## src/rtl/divider_pkg.sv

```systemverilog
// Shared definitions for the restoring divider: FSM state encoding and
// the default operand width.
package divider_pkg;

  localparam int DEFAULT_WIDTH = 32;

  typedef enum logic [1:0] {
    IDLE = 2'd0,
    BUSY = 2'd1,
    DONE = 2'd2
  } state_e;

endpackage

```

## src/rtl/divider_if.sv

```systemverilog
// Request/response bundle of the divider: operand handshake in, result
// handshake out. The divider sits on the slave side.
interface divider_if #(
  parameter int WIDTH = 32
);

  logic             in_valid;
  logic             in_ready;
  logic [WIDTH-1:0] A;
  logic [WIDTH-1:0] B;
  logic             out_valid;
  logic             out_ready;
  logic [WIDTH-1:0] quotient;
  logic [WIDTH-1:0] remainder;
  logic             div_by_zero;

  modport master (
    output in_valid, A, B, out_ready,
    input  in_ready, out_valid, quotient, remainder, div_by_zero
  );

  modport slave (
    input  in_valid, A, B, out_ready,
    output in_ready, out_valid, quotient, remainder, div_by_zero
  );

endinterface

```

## src/rtl/div_trial_sub.sv

```systemverilog
// Trial subtractor for one restoring-division step: difference and borrow
// of a (WIDTH+1)-bit minuend minus a WIDTH-bit subtrahend.
module div_trial_sub #(
  parameter int WIDTH = 32
) (
  input  logic [WIDTH:0]   minuend,
  input  logic [WIDTH-1:0] subtrahend,
  output logic [WIDTH:0]   difference,
  output logic             borrow
);

  logic [WIDTH+1:0] sum;

  // Two's-complement subtract; a carry out of the top bit means no borrow.
  assign sum        = {1'b0, minuend} + {1'b0, ~{1'b0, subtrahend}} + (WIDTH+2)'(1);
  assign difference = sum[WIDTH:0];
  assign borrow     = ~sum[WIDTH+1];

endmodule

```

## src/rtl/divider.sv

```systemverilog
// Multi-cycle unsigned restoring divider: one quotient bit per cycle,
// valid/ready handshakes on both sides, divide-by-zero short cut.
module divider
  import divider_pkg::*;
#(
  parameter int WIDTH = DEFAULT_WIDTH
) (
  input  logic     clk,
  input  logic     reset,
  divider_if.slave bus
);

  localparam int            CW        = $clog2(WIDTH) + 1;
  localparam logic [CW-1:0] LAST_STEP = CW'(WIDTH - 1);

  state_e           state, state_next;
  logic [CW-1:0]    count;
  logic [WIDTH-1:0] rem, dvd, divisor;
  logic [WIDTH-1:0] quotient_q, remainder_q;
  logic             dbz_q;

  logic             accept;
  logic [WIDTH:0]   shifted, diff;
  logic             borrow;
  logic             diff_top_unused;
  logic [WIDTH-1:0] rem_step, dvd_step;

  assign accept = bus.in_valid && (state == IDLE);

  // {rem, dvd} shifted left by one; the dividend MSB enters the remainder.
  assign shifted = {rem, dvd[WIDTH-1]};

  div_trial_sub #(.WIDTH(WIDTH)) u_trial_sub (
    .minuend    (shifted),
    .subtrahend (divisor),
    .difference (diff),
    .borrow     (borrow)
  );

  // rem < divisor always holds, so a committed difference never reaches bit WIDTH.
  assign diff_top_unused = diff[WIDTH];
  assign rem_step        = borrow ? shifted[WIDTH-1:0] : diff[WIDTH-1:0];
  assign dvd_step        = {dvd[WIDTH-2:0], ~borrow};

  // NOTE: sequential state uses non-blocking assignments so every register
  // samples pre-edge values; blocking here would create order-dependent races.
  always_ff @(posedge clk) begin
    if (reset) state <= IDLE;
    else       state <= state_next;
  end

  // NOTE: state_next gets its default before the case so no path leaves it
  // unassigned, which would otherwise infer a latch.
  always_comb begin
    state_next = state;
    unique case (state)
      IDLE:    if (accept) state_next = (bus.B == '0) ? DONE : BUSY;
      BUSY:    if (count == LAST_STEP) state_next = DONE;
      DONE:    if (bus.out_ready) state_next = IDLE;
      default: state_next = IDLE;
    endcase
  end

  always_ff @(posedge clk) begin
    if (reset) begin
      count       <= '0;
      rem         <= '0;
      dvd         <= '0;
      divisor     <= '0;
      quotient_q  <= '0;
      remainder_q <= '0;
      dbz_q       <= 1'b0;
    end else if (accept) begin
      count   <= '0;
      rem     <= '0;
      dvd     <= bus.A;
      divisor <= bus.B;
      dbz_q   <= (bus.B == '0);
      if (bus.B == '0) begin
        quotient_q  <= '1;
        remainder_q <= bus.A;
      end
    end else if (state == BUSY) begin
      count <= count + CW'(1);
      rem   <= rem_step;
      dvd   <= dvd_step;
      if (count == LAST_STEP) begin
        quotient_q  <= dvd_step;
        remainder_q <= rem_step;
      end
    end
  end

  assign bus.in_ready    = (state == IDLE);
  assign bus.out_valid   = (state == DONE);
  assign bus.quotient    = quotient_q;
  assign bus.remainder   = remainder_q;
  assign bus.div_by_zero = dbz_q;

endmodule

```

## src/flat_wrapper.sv

```systemverilog
// flat-port wrapper written by rule: the top's interface ports become plain ports
module divider_flat import divider_pkg::*;
#(
  parameter int WIDTH = DEFAULT_WIDTH
)
  (clk, reset, bus_in_valid, bus_A, bus_B, bus_out_ready, bus_in_ready, bus_out_valid, bus_quotient, bus_remainder, bus_div_by_zero);
  divider_if #(.WIDTH(WIDTH)) bus_i ();
  input  logic clk;
  input  logic reset;
  input wire logic [$bits(bus_i.in_valid)-1:0] bus_in_valid;
  input wire logic [$bits(bus_i.A)-1:0] bus_A;
  input wire logic [$bits(bus_i.B)-1:0] bus_B;
  input wire logic [$bits(bus_i.out_ready)-1:0] bus_out_ready;
  output wire logic [$bits(bus_i.in_ready)-1:0] bus_in_ready;
  output wire logic [$bits(bus_i.out_valid)-1:0] bus_out_valid;
  output wire logic [$bits(bus_i.quotient)-1:0] bus_quotient;
  output wire logic [$bits(bus_i.remainder)-1:0] bus_remainder;
  output wire logic [$bits(bus_i.div_by_zero)-1:0] bus_div_by_zero;
  assign bus_i.in_valid = bus_in_valid;
  assign bus_i.A = bus_A;
  assign bus_i.B = bus_B;
  assign bus_i.out_ready = bus_out_ready;
  assign bus_in_ready = bus_i.in_ready;
  assign bus_out_valid = bus_i.out_valid;
  assign bus_quotient = bus_i.quotient;
  assign bus_remainder = bus_i.remainder;
  assign bus_div_by_zero = bus_i.div_by_zero;
  divider #(.WIDTH(WIDTH)) u_core (.clk(clk), .reset(reset), .bus(bus_i));
endmodule
```

## config.mk

```make
export PLATFORM = sky130hd
export DESIGN_NAME = divider_flat
export DESIGN_NICKNAME = d
export VERILOG_FILES = /design/src/rtl/divider_pkg.sv /design/src/rtl/divider_if.sv /design/src/rtl/div_trial_sub.sv /design/src/rtl/divider.sv /design/src/flat_wrapper.sv
export SDC_FILE = /design/constraint.sdc
export NUM_CORES = 1
export LEC_CHECK = 0
export ABC_AREA = 0
export CAP_MARGIN = 5
export CELL_PAD_IN_SITES_DETAIL_PLACEMENT = 0
export CELL_PAD_IN_SITES_GLOBAL_PLACEMENT = 2
export CORE_ASPECT_RATIO = 0.75
export CORE_MARGIN = 2
export CORE_UTILIZATION = 32
export CTS_CLUSTER_SIZE = 24
export DETAILED_ROUTE_END_ITERATION = 6
export PLACE_DENSITY_LB_ADDON = 0.1
export SLEW_MARGIN = 15
export SYNTH_ARGS = -nofsm -noshare
export SYNTH_HDL_FRONTEND = slang
export SYNTH_SLANG_ARGS = --single-unit
```

## constraint.sdc

```tcl
create_clock -name clk -period 3.1 [get_ports clk]
set_clock_uncertainty 0.1 [all_clocks]
set_input_delay 0.93 -clock clk [delete_from_list [all_inputs] [get_ports clk]]
set_output_delay 0.93 -clock clk [all_outputs]
set_load 0.05 [all_outputs]
```

## Word level (Yosys, flattened, before mapping)

Cells that the tools add are included.

| word-level totals | value |
|---|---|
| input port bits | 68 |
| output and inout port bits | 67 |
| logic and storage cells | 43 |
| register bits | 169 |

| cells by class | value |
|---|---|
| bitwise logic cells | 1 |
| eq/ne operators | 7 |
| add/sub/neg operators | 3 |
| multiplexer cells | 16 |
| reduce and logical (&&, ||, !) cells | 8 |

Operator list:

| operator | count |
|---|---|
| two-way mux 32 bit | 11 |
| adder 33 x 33 -> 34 bit | 1 |
| adder 34 x 1 -> 34 bit, second input constant | 1 |
| inverter 32 -> 33 bit | 1 |
| logical NOT 32 bit | 1 |
| two-way mux 2 bit | 4 |
| adder 6 x 1 -> 6 bit, second input constant | 1 |
| equality test 6 x 5 -> 1 bit, second input constant | 1 |
| one-hot mux 2 bit (3 select lines) | 1 |
| AND reduction 3 bit | 2 |
| inequality test 2 x 1 -> 1 bit, second input constant | 2 |
| inequality test 2 bit, second input constant | 2 |
| nonzero test 2 bit | 2 |
| equality test 2 x 1 -> 1 bit, second input constant | 1 |
| equality test 2 bit, second input constant | 1 |
| logical NOT 2 bit | 1 |
| OR reduction 2 bit | 1 |
| logical AND 1 bit | 1 |

## Depth between registers and ports, before layout

| logic depth | value |
|---|---|
| depth in word-level cells | 7 |
| gate-level depth with buffers | 13 |
| depth with buffers taken out | 12 |

## By module

A second synthesis with hierarchy kept.

| second synthesis, totals | value |
|---|---|
| cell total of the unflattened synthesis | 1,016 |
| area total of the unflattened synthesis | 8,359.3 um2 |

Modules (own cells, without submodules):

| module | seq. area each (um2) | area an instance (um2) | cells each | times used |
|---|---|---|---|---|
| divider | 3,383.2 | 6,465.0 | 731 | 1 |
| div_trial_sub | 0.0 | 1,894.3 | 285 | 1 |

## Worst setup path before layout

OpenSTA, ideal clock, no wires.

| timing path | value |
|---|---|
| path type | register to register |
| start point | reg u_core.divisor[1] |
| end point | reg u_core.remainder_q[15] (netlist: u_core.bus.remainder[15]) |
| clock period less this slack | 2,828 ps |
| arrival time | 2,627 ps |
| slack | 272 ps |
| library setup time | 101 ps |
| stages on the path, launching flop included | 12 |
| required time | 2,899 ps |
| path buffers | 0 |
| path through | dfxtp_1 inv_1 ha_1 nor2b_1 o2111a_1 o211a_1 or3_1 a32o_1 a311oi_2 xnor2_1 a211oi_1 o41ai_1 |

| on the way | value |
|---|---|
| longest elaborated chain between the ends | 7 |

RTL lines:

| what | line | source |
|---|---|---|
| from (decl) | divider.sv:18 | `logic [WIDTH-1:0] rem, dvd, divisor;` |
| from (signal assigned) | divider.sv:77 | `divisor <= bus.B;` |
| inverter 32 -> 33 bit | div_trial_sub.sv:15 | `assign sum = {1'b0, minuend} + {1'b0, ~{1'b0, subtrahend}} + (WIDTH+2)'(1);` |
| adder 33 x 33 -> 34 bit | div_trial_sub.sv:15 |  |
| adder 34 x 1 -> 34 bit | div_trial_sub.sv:15 |  |
| two-way mux 32 bit | divider.sv:42 | `assign rem_step = borrow ? shifted[WIDTH-1:0] : diff[WIDTH-1:0];` |
| two-way mux 32 bit | divider.sv:87 | `if (count == LAST_STEP) begin` |
| two-way mux 32 bit | divider.sv:83 | `end else if (state == BUSY) begin` |
| two-way mux 32 bit | divider.sv:73 | `end else if (accept) begin` |
| to (signal assigned) | divider.sv:81 | `remainder_q <= bus.A;` |
| to (signal assigned) | divider.sv:89 | `remainder_q <= rem_step;` |
| to (decl) | divider.sv:19 | `logic [WIDTH-1:0] quotient_q, remainder_q;` |

No other way between the ends. The select of a mux whose other input is x is not followed.
A chain may end at the register's enable or synchronous reset.

## Worst setup path in the final report

| timing path | value |
|---|---|
| start point | reg u_core.dvd[31] |
| end point | reg u_core.remainder_q[16] (netlist: u_core.bus.remainder[16]) |

| on the way | value |
|---|---|
| longest elaborated chain between the ends | 6 |

RTL lines:

| what | line | source |
|---|---|---|
| from (decl) | divider.sv:18 |  |
| from (signal assigned) | divider.sv:76 | `dvd <= bus.A;` |
| from (signal assigned) | divider.sv:86 | `dvd <= dvd_step;` |
| adder 33 x 33 -> 34 bit | div_trial_sub.sv:15 |  |
| adder 34 x 1 -> 34 bit | div_trial_sub.sv:15 |  |
| two-way mux 32 bit | divider.sv:42 |  |
| two-way mux 32 bit | divider.sv:87 |  |
| two-way mux 32 bit | divider.sv:83 |  |
| two-way mux 32 bit | divider.sv:73 |  |

No other way between the ends. The select of a mux whose other input is x is not followed.

==> impl_metrics.env <==
export IMPL_finalCritPeriodShare_pct=99.1
export IMPL_mostFrequentLayoutCell="dfxtp_1"
export IMPL_grt_util_met3_pct=3.40
export IMPL_synthSimpleGateAreaFrac_pct=16.6
export IMPL_tightestPinTransition_ns=0.693
export IMPL_yosysTopAreaCellShare_pct=39.6
export IMPL_worstSetupPathType="reg2reg"
export IMPL_tritoncts="yes"
export IMPL_holdPathStages=2
export IMPL_p_int_uw=4680
export IMPL_cts_inserted_buffers=17
export IMPL_final_antenna_net_count=0
export IMPL_synth_fa_ha_area_share_pct=5.07
export IMPL_dieArea_um2=28000
export IMPL_die_h_um=146
export IMPL_grt_pass1_vias=7808
export IMPL_hold_viol=0
export IMPL_busiest_layer="met2"
export IMPL_core_area_um2=26100
export IMPL_clk_latency_ns=0.44
export IMPL_fmax_ghz=0.326
export IMPL_clkTransAtPathRegs_ns=0.07
export IMPL_syn_area_um2=8540
export IMPL_setup_ws_ns=0.0288
export IMPL_pre_cts_ws_ns=-0.637
export IMPL_placement_rows=51
export IMPL_cts_buffer_depth=2
export IMPL_grt_pass1_wl_um=44500
export IMPL_synth_compound_area_share_pct=27.7
export IMPL_seq_area_um2=3390
export IMPL_reg2reg_depth=15
export IMPL_seq_power_share_pct=33.3
export IMPL_synth_seq_cells=169
export IMPL_area_delta_synth_final_pct=42.5
export IMPL_grt_use_met2_pct=30.8
export IMPL_drt_iter0_markers=394
export IMPL_crit_path_end_kind="flip-flop"
export IMPL_numClockSinks=169
export IMPL_cts_htree_levels=4
export IMPL_clockPowerShare_pct=31.3
export IMPL_vias_per_cell=5.11
export IMPL_dpl_cell_count=1545
export IMPL_n_fill_cell=2563
export IMPL_required_ns=3.34
export IMPL_switching_share_pct=33.1
export IMPL_power_density_nw_per_um2=575
export IMPL_post_synth_mux_area_share_pct=2.74
export IMPL_min_path_type="reg2reg"
export IMPL_final_cell_mix="164 x dfxtp_1, 154 x nand2_1, 133 x clkdlybuf4s50_1"
export IMPL_multi_input_area_um2=5060
export IMPL_status="complete, no violations"
export IMPL_synth_xor_area_share_pct=2.87
export IMPL_netSwitchingPower_uw=2310
export IMPL_synth_top_family_by_area="compound AO/OA/AOI/OAI gates"
export IMPL_die_w_um=193
export IMPL_cp_max_fo=2
export IMPL_grt_max_degree=79
export IMPL_synth_area_top_cells="dfxtp_1 40%, nand2_1 6.9%, a21oi_1 6.0%, ha_1 4.8%, o221a_2 4.1%"
export IMPL_fin_nets=1340
export IMPL_ir_drop_uv=426
export IMPL_overflow=0
export IMPL_synth_edff_count=0
export IMPL_synthArstFlopShare_pct=0
export IMPL_power_leakage_uw=0.00463
export IMPL_root_buffer="clkbuf_16"
export IMPL_dp_hpwl_um=20700
export IMPL_grtUsageMet1_pct=30.4
export IMPL_via_count=8150
export IMPL_synth_warnings=0
export IMPL_setup_viol=0
export IMPL_ys_seq_area_share_pct=39.6
export IMPL_fin_cells=1595
export IMPL_start_util_pct=32.7
export IMPL_synth_main_ff_cell="dfxtp_1"
export IMPL_synth_cells=1015
export IMPL_final_max_slew_violation_count=0
export IMPL_ios=135
export IMPL_critPathLaunchType="flip-flop"
export IMPL_min_period_ns=3.07
export IMPL_portBuffers=134
export IMPL_syn_avg_cell_area_um2=8.42
export IMPL_drc=0
export IMPL_yosysTopAreaCell="dfxtp_1"
export IMPL_antenna_found_initial=0
export IMPL_gp_congestion=0.820
export IMPL_drive_above_1_share_pct=23.7
export IMPL_worstPathArrival_ns=3.31
export IMPL_diodes=0
export IMPL_synth_cell_types=74
export IMPL_power_frac_comb_pct=35.4
export IMPL_routed_wl_um=28600
export IMPL_synthesis_nets=1117
export IMPL_rsz0062_at_grt="yes"
export IMPL_max_cap_viol_count=0
export IMPL_detail_route_wl_per_cell_um=17.9
export IMPL_firstDrtPassIters=4
export IMPL_slew_headroom_pct=53.8
export IMPL_grt_util_all_layers_pct=20.3
## flip-flops by register name, summed over array words and instances, names as in the netlist
signal	cells
u_core.bus.div_by_zero	1
u_core.bus.quotient	32
u_core.bus.remainder	32
u_core.count	6
u_core.divisor	32
u_core.dvd	32
u_core.rem	32
u_core.state	2
## worst paths after layout
| kind | startpoint | end | slack (ns) |
|---|---|---|---|
| setup / recovery | u_core.dvd[31] | u_core.bus.remainder[16] | 0.03 |
| hold / removal | u_core.divisor[23] | u_core.divisor[23] | 0.35 |
| setup reg to reg | u_core.dvd[31] | u_core.bus.remainder[16] | 0.03 |
| hold reg to reg | u_core.divisor[23] | u_core.divisor[23] | 0.35 |
## power groups by stage
| stage | Sequential (uW) | Clock, uW | Combinational [uW] |
|---|---|---|---|
| 6_report | 2330 | 2190 | 2470 |
| 5_1_grt | 2340 | 2340 | 2690 |
| 4_1_cts | 2330 | 2250 | 2180 |
| 3_5_place_dp | 2380 | 0 | 2130 |
| 3_3_place_gp | 2380 | 0 | 2150 |
| 2_1_floorplan | 2350 | 0 | 1300 |
## kinds of logic (layout without fill, tap and decap cells)
family / after synthesis / in the layout
mux: 22 / 22
flops: 169 / 169
fa+ha+maj: 34 / 34
compound gates: 329 / 329
xor+xnor: 28 / 28
buf+inv: 110 / 346
simple gates: 323 / 323
## what timing repair did
item	4_1_cts	5_1_grt
buffers inserted	0	16
gates resized for setup	14	65
pin swaps	4	31
gates cloned	0	2
hold buffers	0	0
endpoints found under the setup margin	61	81
## synth_stat cells, drive strengths merged, types with 3 or more instances
library cell and number:
or3 4, a31o 12, dfxtp 169, xor2 9, inv 35, a2111oi 4, a21oi 104, a211o 3
o41ai 4, xnor2 19, mux2 5, a41oi 3, o211ai 10, nand3 14, a311oi 5, nor2 83
a211oi 36, a22oi 27, and3 8, a221oi 3, o21ai 35, nor4 8, and2 7, nand4 6
mux2i 17, o31ai 9, buf 15, nand2 156, a21o 10, a31oi 12, clkbuf 59, and4 3
o221a 31, nand2b 6, nor2b 6, o21bai 3, nor3 16, o21a 9, ha 33
## per-layer routing
metal | vias up | part of all wire (%) | wire length, um
li1 | 4137 | - | -
met1 | 3890 | 52 | 14900
met2 | 111 | 44 | 12700
met3 | 12 | 3.2 | 905
met4 | 0 | 0.65 | 187
met5 | - | 0 | 0
## stage by stage
stage / hold WS, ns / total power, uW / utilization, % / cell area, um^2 / setup TNS [ns]
finish: 0.355 / 6990 / 46.6 / 12200 / 0
global route: 0.364 / 7370 / 46.6 / 12200 / -0.938
CTS: 0.358 / 6760 / 44.7 / 11700 / 0
detailed placement: 0.348 / 4500 / 42.2 / 11000 / -35.78
global placement: 0.342 / 4520 / 42.2 / 11000 / -35.76
floorplan: 0.336 / 3650 / - / 8540 / 0
## worst max-delay path, cell delays in order (launching register included)
cell and delay, ns:
dfxtp_2 0.34, inv_2 0.04, ha_4 0.16, fa_2 0.41, nor2b_4 0.15, o2111ai_4 0.15
nand4b_1 0.18, buf_4 0.13, buf_4 0.09, a41oi_2 0.15, o31ai_2 0.30, xnor2_1 0.12
nor2_1 0.16, a211oi_1 0.07, buf_4 0.15, o41ai_2 0.27
## area by class of cell
cell class | instances | area share [%]
Clock buffer | 18 | 3.53
Timing Repair Buffer | 278 | 21.0
Multi-Input combinational cell | 736 | 41.6
Clock inverter | 14 | 1.36
Tap cell | 344 | 3.54
Sequential cell | 169 | 27.9
Inverter | 36 | 1.11
Power figures use the tool's default switching activity.
